<file path="config.mk">
export PLATFORM = sky130hd
export DESIGN_NAME = console_cursor_ctrl
export DESIGN_NICKNAME = d
export VERILOG_FILES = /design/src/rtl/console_cursor_ctrl.sv
export SDC_FILE = /design/constraint.sdc
export NUM_CORES = 1
export LEC_CHECK = 0
export ABC_AREA = 1
export BUFFER_PORTS_ARGS = -buffer_cell sky130_fd_sc_hd__clkbuf_2
export CORE_MARGIN = 4
export CORE_UTILIZATION = 45
export DETAILED_ROUTE_END_ITERATION = 8
export PLACE_DENSITY = 0.68
export SYNTH_ARGS = -nofsm -noshare
export SYNTH_HDL_FRONTEND = slang
export SYNTH_SLANG_ARGS = --single-unit
</file>
<file path="constraint.sdc">
create_clock -name clk -period 2.6 [get_ports clk]
set_clock_uncertainty 0.2 [all_clocks]
set_input_delay 0 -clock clk [delete_from_list [all_inputs] [get_ports clk]]
set_output_delay 0 -clock clk [all_outputs]
set_load 0.01 [all_outputs]
</file>
<file path="src/rtl/console_cursor_ctrl.sv">
// Terminal-style write sequencer for the text console buffer.
// Interprets a byte stream (printables and a few control codes), tracks the
// cursor, and runs scroll-up / clear-screen as one-cell-per-cycle sequences.
module console_cursor_ctrl #(
    parameter int          NUM_ROWS   = 3,
    parameter int          NUM_COLS   = 10,
    parameter int          ADDR_WIDTH = 5,
    parameter logic [6:0]  FILL_CHAR  = 7'h20,
    localparam int         ROW_W      = (NUM_ROWS > 1) ? $clog2(NUM_ROWS) : 1,
    localparam int         COL_W      = (NUM_COLS > 1) ? $clog2(NUM_COLS) : 1
) (
    input  logic                  clk,
    input  logic                  rst_n,
    input  logic [7:0]            in_data,
    input  logic                  in_valid,
    output logic                  in_ready,
    output logic                  buf_we,
    output logic [ADDR_WIDTH-1:0] buf_waddr,
    output logic [6:0]            buf_wdata,
    output logic [ADDR_WIDTH-1:0] buf_raddr,
    input  logic [6:0]            buf_rdata,
    output logic [ROW_W-1:0]      cursor_row,
    output logic [COL_W-1:0]      cursor_col,
    output logic                  busy
);

    localparam int N_CELLS = NUM_ROWS * NUM_COLS;
    localparam logic [ADDR_WIDTH-1:0] LAST_IDX     = ADDR_WIDTH'(N_CELLS - 1);
    localparam logic [ADDR_WIDTH-1:0] SCROLL_SPLIT = ADDR_WIDTH'(N_CELLS - NUM_COLS);
    localparam logic [ADDR_WIDTH-1:0] COLS_A       = ADDR_WIDTH'(NUM_COLS);
    localparam logic [COL_W-1:0]      COL_LAST     = COL_W'(NUM_COLS - 1);
    localparam logic [ROW_W-1:0]      ROW_LAST     = ROW_W'(NUM_ROWS - 1);

    typedef enum logic [1:0] {
        ST_IDLE   = 2'd0,
        ST_SCROLL = 2'd1,
        ST_CLEAR  = 2'd2
    } state_e;

    state_e                  state_q, state_d;
    logic [ADDR_WIDTH-1:0]   idx_q, idx_d;
    logic [ROW_W-1:0]        row_q, row_d;
    logic [COL_W-1:0]        col_q, col_d;
    logic                    we_q, we_d;
    logic [ADDR_WIDTH-1:0]   waddr_q, waddr_d;
    logic [6:0]              wdata_q, wdata_d;
    logic [ADDR_WIDTH-1:0]   raddr;
    logic [ADDR_WIDTH-1:0]   cursor_addr;
    logic                    printable;

    assign cursor_addr = ADDR_WIDTH'(row_q) * COLS_A + ADDR_WIDTH'(col_q);
    assign printable   = (in_data >= 8'h20) && (in_data <= 8'h7E);

    // State, cursor and registered write port; reset starts a full clear.
    always_ff @(posedge clk or negedge rst_n) begin
        if (!rst_n) begin
            state_q <= ST_CLEAR;
            idx_q   <= '0;
            row_q   <= '0;
            col_q   <= '0;
            we_q    <= 1'b0;
            waddr_q <= '0;
            wdata_q <= '0;
        end else begin
            state_q <= state_d;
            idx_q   <= idx_d;
            row_q   <= row_d;
            col_q   <= col_d;
            we_q    <= we_d;
            waddr_q <= waddr_d;
            wdata_q <= wdata_d;
        end
    end

    // Byte interpretation in IDLE and the cell-by-cell scroll/clear walkers.
    always_comb begin
        state_d = state_q;
        idx_d   = idx_q;
        row_d   = row_q;
        col_d   = col_q;
        we_d    = 1'b0;
        waddr_d = waddr_q;
        wdata_d = wdata_q;
        raddr   = '0;

        case (state_q)
            ST_IDLE: begin
                if (in_valid) begin
                    if (printable) begin
                        we_d    = 1'b1;
                        waddr_d = cursor_addr;
                        wdata_d = in_data[6:0];
                        if (col_q != COL_LAST) begin
                            col_d = col_q + COL_W'(1);
                        end else begin
                            col_d = '0;
                            if (row_q != ROW_LAST) row_d = row_q + ROW_W'(1);
                            else                   state_d = ST_SCROLL;
                        end
                    end else begin
                        case (in_data)
                            8'h0A: begin
                                col_d = '0;
                                if (row_q != ROW_LAST) row_d = row_q + ROW_W'(1);
                                else                   state_d = ST_SCROLL;
                            end
                            8'h0D: col_d = '0;
                            8'h08: if (col_q != '0) col_d = col_q - COL_W'(1);
                            8'h0C: begin
                                row_d   = '0;
                                col_d   = '0;
                                state_d = ST_CLEAR;
                            end
                            default: ;
                        endcase
                    end
                end
            end

            ST_SCROLL: begin
                // Reads run one row ahead of writes, so no cell is read after
                // it has been overwritten.
                we_d    = 1'b1;
                waddr_d = idx_q;
                if (idx_q < SCROLL_SPLIT) begin
                    raddr   = idx_q + COLS_A;
                    wdata_d = buf_rdata;
                end else begin
                    wdata_d = FILL_CHAR;
                end
                if (idx_q == LAST_IDX) begin
                    state_d = ST_IDLE;
                    idx_d   = '0;
                end else begin
                    idx_d = idx_q + ADDR_WIDTH'(1);
                end
            end

            ST_CLEAR: begin
                we_d    = 1'b1;
                waddr_d = idx_q;
                wdata_d = FILL_CHAR;
                if (idx_q == LAST_IDX) begin
                    state_d = ST_IDLE;
                    idx_d   = '0;
                end else begin
                    idx_d = idx_q + ADDR_WIDTH'(1);
                end
            end

            default: begin
                state_d = ST_CLEAR;
                idx_d   = '0;
            end
        endcase
    end

    assign in_ready   = (state_q == ST_IDLE);
    assign busy       = ~in_ready;
    assign buf_we     = we_q;
    assign buf_waddr  = waddr_q;
    assign buf_wdata  = wdata_q;
    assign buf_raddr  = raddr;
    assign cursor_row = row_q;
    assign cursor_col = col_q;

endmodule
</file>
Yosys cells after proc, flatten, opt, wreduce, memory -nomap -nowiden
Index checks and enable logic that the tools add are counted.
{"block": "classes", "n_mux": 29, "order_cmp": 3, "n_eq_ne": 16, "n_reduce_logical": 14, "add_sub_neg": 6, "mul": 1, "bitwise_logic": 1}
{"operator": "== test 8 x 4 -> 1 bit, second input constant", "count": 4}
{"operator": "two-way mux 5 bit", "count": 5}
{"operator": "two-way mux 7 bit", "count": 3}
{"operator": "one-hot mux 7 bit (3 select lines)", "count": 1}
{"operator": "one-hot mux 5 bit (2 select lines)", "count": 2}
{"operator": "two-way mux 2 bit", "count": 8}
{"operator": "two-way mux 4 bit", "count": 3}
{"operator": "one-hot mux 2 bit (2 select lines)", "count": 3}
{"operator": "AND reduction 4 bit", "count": 3}
{"operator": "nonzero test 3 bit", "count": 3}
{"operator": ">= comparator 8 x 6 -> 1 bit, second input constant", "count": 1}
{"operator": "<= comparator 8 x 7 -> 1 bit, second input constant", "count": 1}
{"operator": "one-hot mux 4 bit (2 select lines)", "count": 1}
{"operator": "inequality test 2 bit, second input constant", "count": 3}
{"operator": "inequality test 3 bit, second input constant", "count": 2}
{"operator": "AND reduction 3 bit", "count": 2}
{"operator": "adder 5 x 1 -> 5 bit, second input constant", "count": 1}
{"operator": "adder 5 x 4 -> 5 bit", "count": 1}
{"operator": "adder 5 x 4 -> 5 bit, second input constant", "count": 1}
{"operator": "== test 5 bit, second input constant", "count": 1}
{"operator": "less-than comparator 5 bit, second input constant", "count": 1}
{"operator": "adder 4 x 1 -> 4 bit, second input constant", "count": 1}
{"operator": "multiplier 2 x 3 -> 4 bit, second input constant", "count": 1}
{"operator": "inequality test 2 x 1 -> 1 bit, second input constant", "count": 2}
{"operator": "15 further kinds", "count": 16}
{"block": "word_totals", "inputBits": 18, "regBits": 26}

Longest topological paths before layout
Gate-level depths: netlist of the first run.
{"block": "depth", "depth_word": 6, "mapped_depth": 11, "ltp_nobuf": 10}

Least setup slack after synthesis of the first run
OpenSTA, ideal clock, no wires.
{"block": "synth_path", "kind": "reg2reg", "from": "register state_q[1]", "to": "register wdata_q[2], in the netlist buf_wdata[2]", "period_less_slack_ns": 1.985, "path_slack_ns": 0.615, "path_stages_with_launch": 11, "required_ns": 2.277, "path_buffers": 2, "arrival_ns": 1.661, "setup_time_ns": 0.123, "path_cell_list": "dfstp_2 inv_1 ha_1 buf_6 inv_1 nor2_1 nor2_4 inv_4 buf_12 nand2_2 o21ai_2"}
{"block": "synth_via", "elab_chain_cells": 3, "elab_cells_between_ends": 8}
{"element": "from (decl)", "line": "40", "source": "state_e state_q, state_d;"}
{"element": "from (signal assigned)", "line": "65", "source": "state_q <= state_d;"}
{"element": "logical NOT 2 bit (*)"}
{"element": "named net in_ready", "line": "16", "source": "output logic in_ready,"}
{"element": "inequality test 2 x 1 -> 1 bit (no line), or another cell as far along"}
{"element": "AND reduction 3 bit (no line)"}
{"element": "to (signal assigned)", "line": "71", "source": "wdata_q <= wdata_d;"}
{"element": "to (decl)", "line": "46", "source": "logic [6:0] wdata_q, wdata_d;"}
Mark *: on every way through the listed nets, which the timed path passes. The rest lies on a longest branch.
A chain may end at the register's enable or synchronous reset.

Worst setup path after layout of the first run
{"block": "layout_path", "from": "register state_q[1]", "to": "register wdata_q[5], in the netlist buf_wdata[5]"}
{"block": "layout_via", "elab_chain_cells": 3, "elab_cells_between_ends": 8}
{"element": "== test 2 bit, or another cell as far along", "line": "86", "source": "case (state_q)"}
{"element": "nonzero test 3 bit (no line), or another cell as far along"}
{"element": "AND reduction 3 bit (no line)"}
Parallel ways exist; a longest one is shown, timed or not.

==> summary.txt, run 1 <==
Status
  • Outcome: finished, final reports clean

Timing
  • Unrepaired setup endpoints after global routing: false
  • Setup TNS: 0 ns
  • Final WS setup: 0.219 ns
  • Final Max Tran Viols: 0
  • Endpoints failing hold: 0
  • Final Hold Slack: 0.0716 ns
  • Tcrit/Tclk final: 91.6%
  • Slew Limit Headroom: 54.3%
  • Number of setup violations in the final report: 0
  • Fmax: 420 MHz
  • Min cycle time layout: 2.38 ns
  • Worst Tran Pin Value: 0.686 ns

Place
  • Placed Cells: 355
  • Port Buffers: 43
  • Final RePlAce weighted congestion: 0.842
  • Pre-CTS WS: 0.442 ns
  • HPWL Detailed: 3.56 mm

Synth
  • Area leader, netlist: dfrtp_1
  • Synthesis-stage register bit count: 26
  • Top-count cell post-synth: nand2_1
  • Yosys warnings: 0
  • Share of flip-flops with an asynchronous set or reset: 100%
  • Mapped Nets: 302
  • Synth Area per Inst: 7.44 um2
  • Top post-synthesis cells by area: dfrtp_1 (32%), nand2_1 (13%), ha_1 (11%), nor2_1 (6.4%), nand3_1 (5.6%)
  • Synth top area share: 31.6%
  • Cell area after synthesis: 1980 um2
  • Post-synth cell types: 29
  • Sequential fraction of the synthesis area: 32.9%
  • Commonest cells post-synth: nand2_1 (67), nor2_1 (34), inv_1 (29)
  • Gate Count Post-Synth: 266
  • Most common flop cell mapped by yosys: dfrtp_1
  • EDFF count, synth: 0

Pwr
  • IR Drop Worst-Case VDD: 0.471 mV
  • Power Total: 2.33 mW
  • Lkg Pwr: 1.31 nW
  • Cell Pwr Density: 959 nW/um2

CTS
  • H-tree depth: 1
  • Worst skew pair latency: 0.27 ns
  • Root Driver: clkbuf_8
  • Total clock sinks: 26
  • Max clock buf depth: 2
  • Worst-path clk slew: 0.09 ns
  • TritonCTS Buffers: 3
  • TritonCTS clock tree: built

Worst setup path
  • Critical Path Sink Type: flop
  • Startpoint Class: flop
  • Setup Crit Path Kind: reg -> reg
  • CP max stage delay: 0.57 ns
  • Crit-path slowest cell: dfstp_2
  • Worst-path cell chain: inv_1, ha_4, inv_1, buf_4, nand2_1, o211ai_1, dlygate4sd3_1, nand2_1, nand2_2
  • Worst EP required: 2.58 ns
  • Crit path max-delay family: buffers and inverters
  • Worst path arrival time: 2.36 ns
  • Worst path bufs/invs: 4
  • Crit path max fanout: 12

Worst hold path
  • Worst hold-check path type: in -> reg

Global routing
  • Initial antenna violation count: 0
  • First-pass GRT wire length: 7.98 mm
  • Pin count of the biggest net entering global routing: 27
  • Gr usage total: 18.6%
  • Grt ovf: 0
  • Vias in the first global route: 1,676

Final layout
  • Syn-to-layout area delta: 22.9%
  • # nets final: 362
  • Share of layout cells above drive strength 1: 23.1%
  • Finished Layout Cells: 375
  • Filler cells: 396
  • Ant. Diodes: 0

Floorplan
  • Die Span Y: 74.3 um
  • Die span in x: 74.3 um
  • Die area: 5520 um2
  • Starting Density: 48.1%
  • Core footprint: 4120 um2
  • IO Pins: 44
  • Cell Rows: 23

Route
  • Number of remaining DRC errors: 0
  • Post-DRT Antenna Nets: 0
  • Initial drt markers: 160
  • Via density per instance: 4.81
  • Final WL: 4.79 mm
  • DR vias: 1,805
  • DRT Pass-1 Iters: 4
  • Routed len/inst: 12.8 um

Flow run
  • Max cap viols: 0
sequential cells by signal, summed over array words and instances, names as in the netlist:
name / flops
cursor_col: 4
buf_waddr: 5
idx_q: 5
state_q: 2
buf_we: 1
cursor_row: 2
buf_wdata: 7
worst paths after layout:
path | startpoint | end | slack [ns] | depth (start not counted)
max | state_q[1] | buf_wdata[5] | 0.22 | 9
min | in_data[7] | cursor_col[1] | 0.07 | 7
max reg2reg | state_q[1] | buf_wdata[5] | 0.22 | 9
min reg2reg | buf_waddr[3] | buf_waddr[3] | 0.28 | 2
max in group asynchronous | rst_n | cursor_col[0] | 1.67 | 2
min in group asynchronous | rst_n | idx_q[4] | 0.09 | 2
power breakdown:
group	leakage [nW]	internal (mW)	switching, mW
clock network	0.0228	0.110	0.131
logic	0.960	0.546	0.796
registers	0.331	0.571	0.178
worst min-delay path, stage by stage:
cell and delay [ns]:
clkbuf_2 0.10, nor2_2 0.06, nand2_4 0.12, nand3_1 0.09, nand2_1 0.05, nand2_1 0.04, nand2_1 0.04
cells by family (layout without fill, tap and decap cells):
logic type | after synthesis | in the layout | synth area share (%)
flops | 26 | 26 | 32.9
xor+xnor | 7 | 7 | 3.10
compound gates | 33 | 33 | 10.9
simple gates | 144 | 144 | 32.2
fa+ha+maj | 18 | 18 | 11.8
buf+inv | 38 | 97 | 9.10
cells in the final DEF (no fill, tap or decap), drive strengths merged:
master        n
nand3        22
buf           2
fa            1
nor3          3
o211ai        5
o21ai        15
ha           17
o22ai         1
a21oi         6
a22oi         6
dlygate4sd3  16
dfstp         1
clkbuf       47
clkinv        1
nand4         1
inv          31
xor2          7
nor2         37
nand2        81
dfrtp        25
through the flow:
stage               util [%]  area [um2]
floorplan                  -        1980
global placement        53.8        2210
detailed placement      53.8        2210
CTS                     58.8        2420
global route            59.1        2430
finish                  59.1        2430
cell type report:
| cell class | count | area, um2 | area share, % |
|---|---|---|---|
| Sequential cell | 26 | 652 | 26.8 |
| Multi-Input combinational cell | 202 | 1160 | 47.7 |
| Tap cell | 50 | 62.6 | 2.57 |
| Clock buffer | 4 | 45.0 | 1.85 |
| Timing Repair Buffer | 61 | 390 | 16.0 |
| Inverter | 32 | 123 | 5.04 |
timing repair:
action,4_1_cts,5_1_grt
buffers inserted,0,0
hold buffers,16,0
resized for setup,0,2
hold endpoints to repair,40,0
setup endpoints to repair,0,1
metal layers:
| layer | global-route usage [%] | up-vias | part of all wire [%] |
|---|---|---|---|
| li1 | - | 965 | - |
| met1 | 26.6 | 796 | 48 |
| met2 | 29.9 | 42 | 47 |
| met3 | 2.43 | 2 | 4.5 |
| met4 | 4.74 | 0 | 0.75 |
| met5 | 0 | - | 0 |
No activity file was read; power rests on OpenSTA's default activity.
==> run 2: changes to the inputs <==
Settings changed: CORE_UTILIZATION 45 to 54, PLACE_DENSITY 0.68 to 0.8.
==> run 2 against run 1 <==
Against the previous run: sequential power barely moved; sequential cell count stayed put; fmax fell by 2.8%; core utilization grew 11 points; die area down 15%; combinational power about the same; critical path type unchanged; sequential share of layout area is 0.055 points higher; largest cell class unchanged; hold slack improved by 0.0071 ns.
==> summary.txt, run 2 (synthesis results as in run 1) <==
Timing
  • Final Max Tran Viols: 0
  • Fmax: 408 MHz
  • Unrepaired setup endpoints after global routing: false
  • Endpoints failing hold: 0
  • Final Hold Slack: 0.0786 ns
  • Final WS setup: 0.152 ns
  • Number of setup violations in the final report: 0
  • Min cycle time layout: 2.45 ns
  • Setup TNS: 0 ns
  • Worst Tran Pin Value: 0.657 ns
  • Slew Limit Headroom: 56.2%
  • Tcrit/Tclk final: 94.2%

Worst setup path
  • Crit path max-delay family: buffers and inverters
  • Crit-path slowest cell: dfstp_2
  • Setup Crit Path Kind: reg -> reg
  • Worst path bufs/invs: 4
  • Startpoint Class: flop
  • Crit path max fanout: 9
  • CP max stage delay: 0.57 ns
  • Internal reg-to-reg setup slack: 0.15 ns
  • Worst-path cell chain: inv_1, ha_4, inv_1, buf_4, nand2_1, o211ai_1, dlygate4sd3_1, nand2_1, nand2_2
  • Critical Path Sink Type: flop
  • Worst path arrival time: 2.42 ns
  • Worst EP required: 2.57 ns

Floorplan
  • Die area: 4700 um2
  • Core footprint: 3440 um2
  • Starting Density: 57.5%
  • IO Pins: 44
  • Cell Rows: 21
  • Die span in x: 68.5 um
  • Die Span Y: 68.5 um

CTS
  • H-tree depth: 1
  • Root Driver: clkbuf_8
  • Total clock sinks: 26
  • Max clock buf depth: 2
  • TritonCTS Buffers: 3
  • Worst-path clk slew: 0.09 ns
  • Worst skew pair latency: 0.27 ns
  • TritonCTS clock tree: built

Final layout
  • Reg area: 652 um2
  • Finished Cell Area: 2430 um2
  • Commonest cells after routing, fill and taps aside: nand2_1 (67), clkbuf_2 (43), nor2_1 (34)
  • Final core utilization: 70.5%
  • Filler cells: 287
  • Max reg flops: 7
  • Finished Layout Cells: 371
  • Syn-to-layout area delta: 22.6%
  • Share of layout cells above drive strength 1: 23.1%
  • Ant. Diodes: 0
  • Area of the multi-input gates: 1160 um2
  • Commonest non-fill, non-tap cell in the layout: nand2_1
  • # nets final: 362

Route
  • Final WL: 5.03 mm
  • Via density per instance: 5.19
  • Routed len/inst: 13.6 um
  • Initial drt markers: 189
  • DR vias: 1,926
  • Post-DRT Antenna Nets: 0
  • Number of remaining DRC errors: 0
  • DRT Pass-1 Iters: 4

Global routing
  • Pin count of the biggest net entering global routing: 27
  • Initial antenna violation count: 0
  • Grt ovf: 0
  • Gr usage total: 23.2%
  • First-pass GRT wire length: 8.28 mm
  • Vias in the first global route: 1,745

Pwr
  • IR Drop Worst-Case VDD: 0.472 mV
  • Lkg Pwr: 1.31 nW
  • Power Total: 2.34 mW
  • Cell Pwr Density: 966 nW/um2

Place
  • Final RePlAce weighted congestion: 0.856
  • DP Area: 2210 um2
  • Placed Cells: 351
  • HPWL Detailed: 3.37 mm
  • Port Buffers: 43
  • Pre-CTS WS: 0.443 ns

Worst hold path
  • Worst hold-check path type: in -> async

Flow run
  • Max cap viols: 0

Status
  • Outcome: finished, final reports clean
run 2: final cells by class:
type                    count  share of cell area (%)
flip-flops and latches     26                    26.9
inverters                  32                    5.05
multi-input cells         202                    47.8
well taps                  46                    2.37
clock buffers               4                    1.86
repair buffers             61                    16.1
run 2: what timing repair did:
action,CTS,global route
buffers inserted,0,0
setup endpoints to repair,0,1
hold buffers,16,0
endpoints found under the hold margin,38,0
resized for setup,0,2
run 2: layer usage:
metal | up-vias | part of all wire [%] | global-route usage [%]
li1 | 968 | - | -
met4 | 0 | 2.3 | 6.95
met5 | - | 0 | 0
met2 | 68 | 49 | 38.5
met3 | 10 | 4.5 | 2.11
met1 | 880 | 44 | 32.1
run 2: power by group:
part,total (mW),switching (mW),internal (mW)
Clock,0.241,0.131,0.110
Combinational,1.36,0.813,0.545
Sequential,0.746,0.176,0.571
Total,2.34,1.12,1.23
run 2: worst register-to-register path, delay by kind of cell, from the launching register on:
family,cells,cell delay (ns)
DFF,1,0.57
AOI/OAI and AO/OA,1,0.07
adders and majority gates,1,0.32
and+or+nand+nor,3,0.21
buffers and inverters,4,0.98
run 2: final timing paths:
path | from | end | depth (start not counted)
min | rst_n | buf_waddr[2] | 2
max in group asynchronous | rst_n | buf_wdata[0] | 2
max | state_q[1] | buf_wdata[5] | 9
min in group clk | in_data[7] | cursor_col[1] | 7
max reg2reg | state_q[1] | buf_wdata[5] | 9
min reg2reg | buf_waddr[3] | buf_waddr[3] | 2
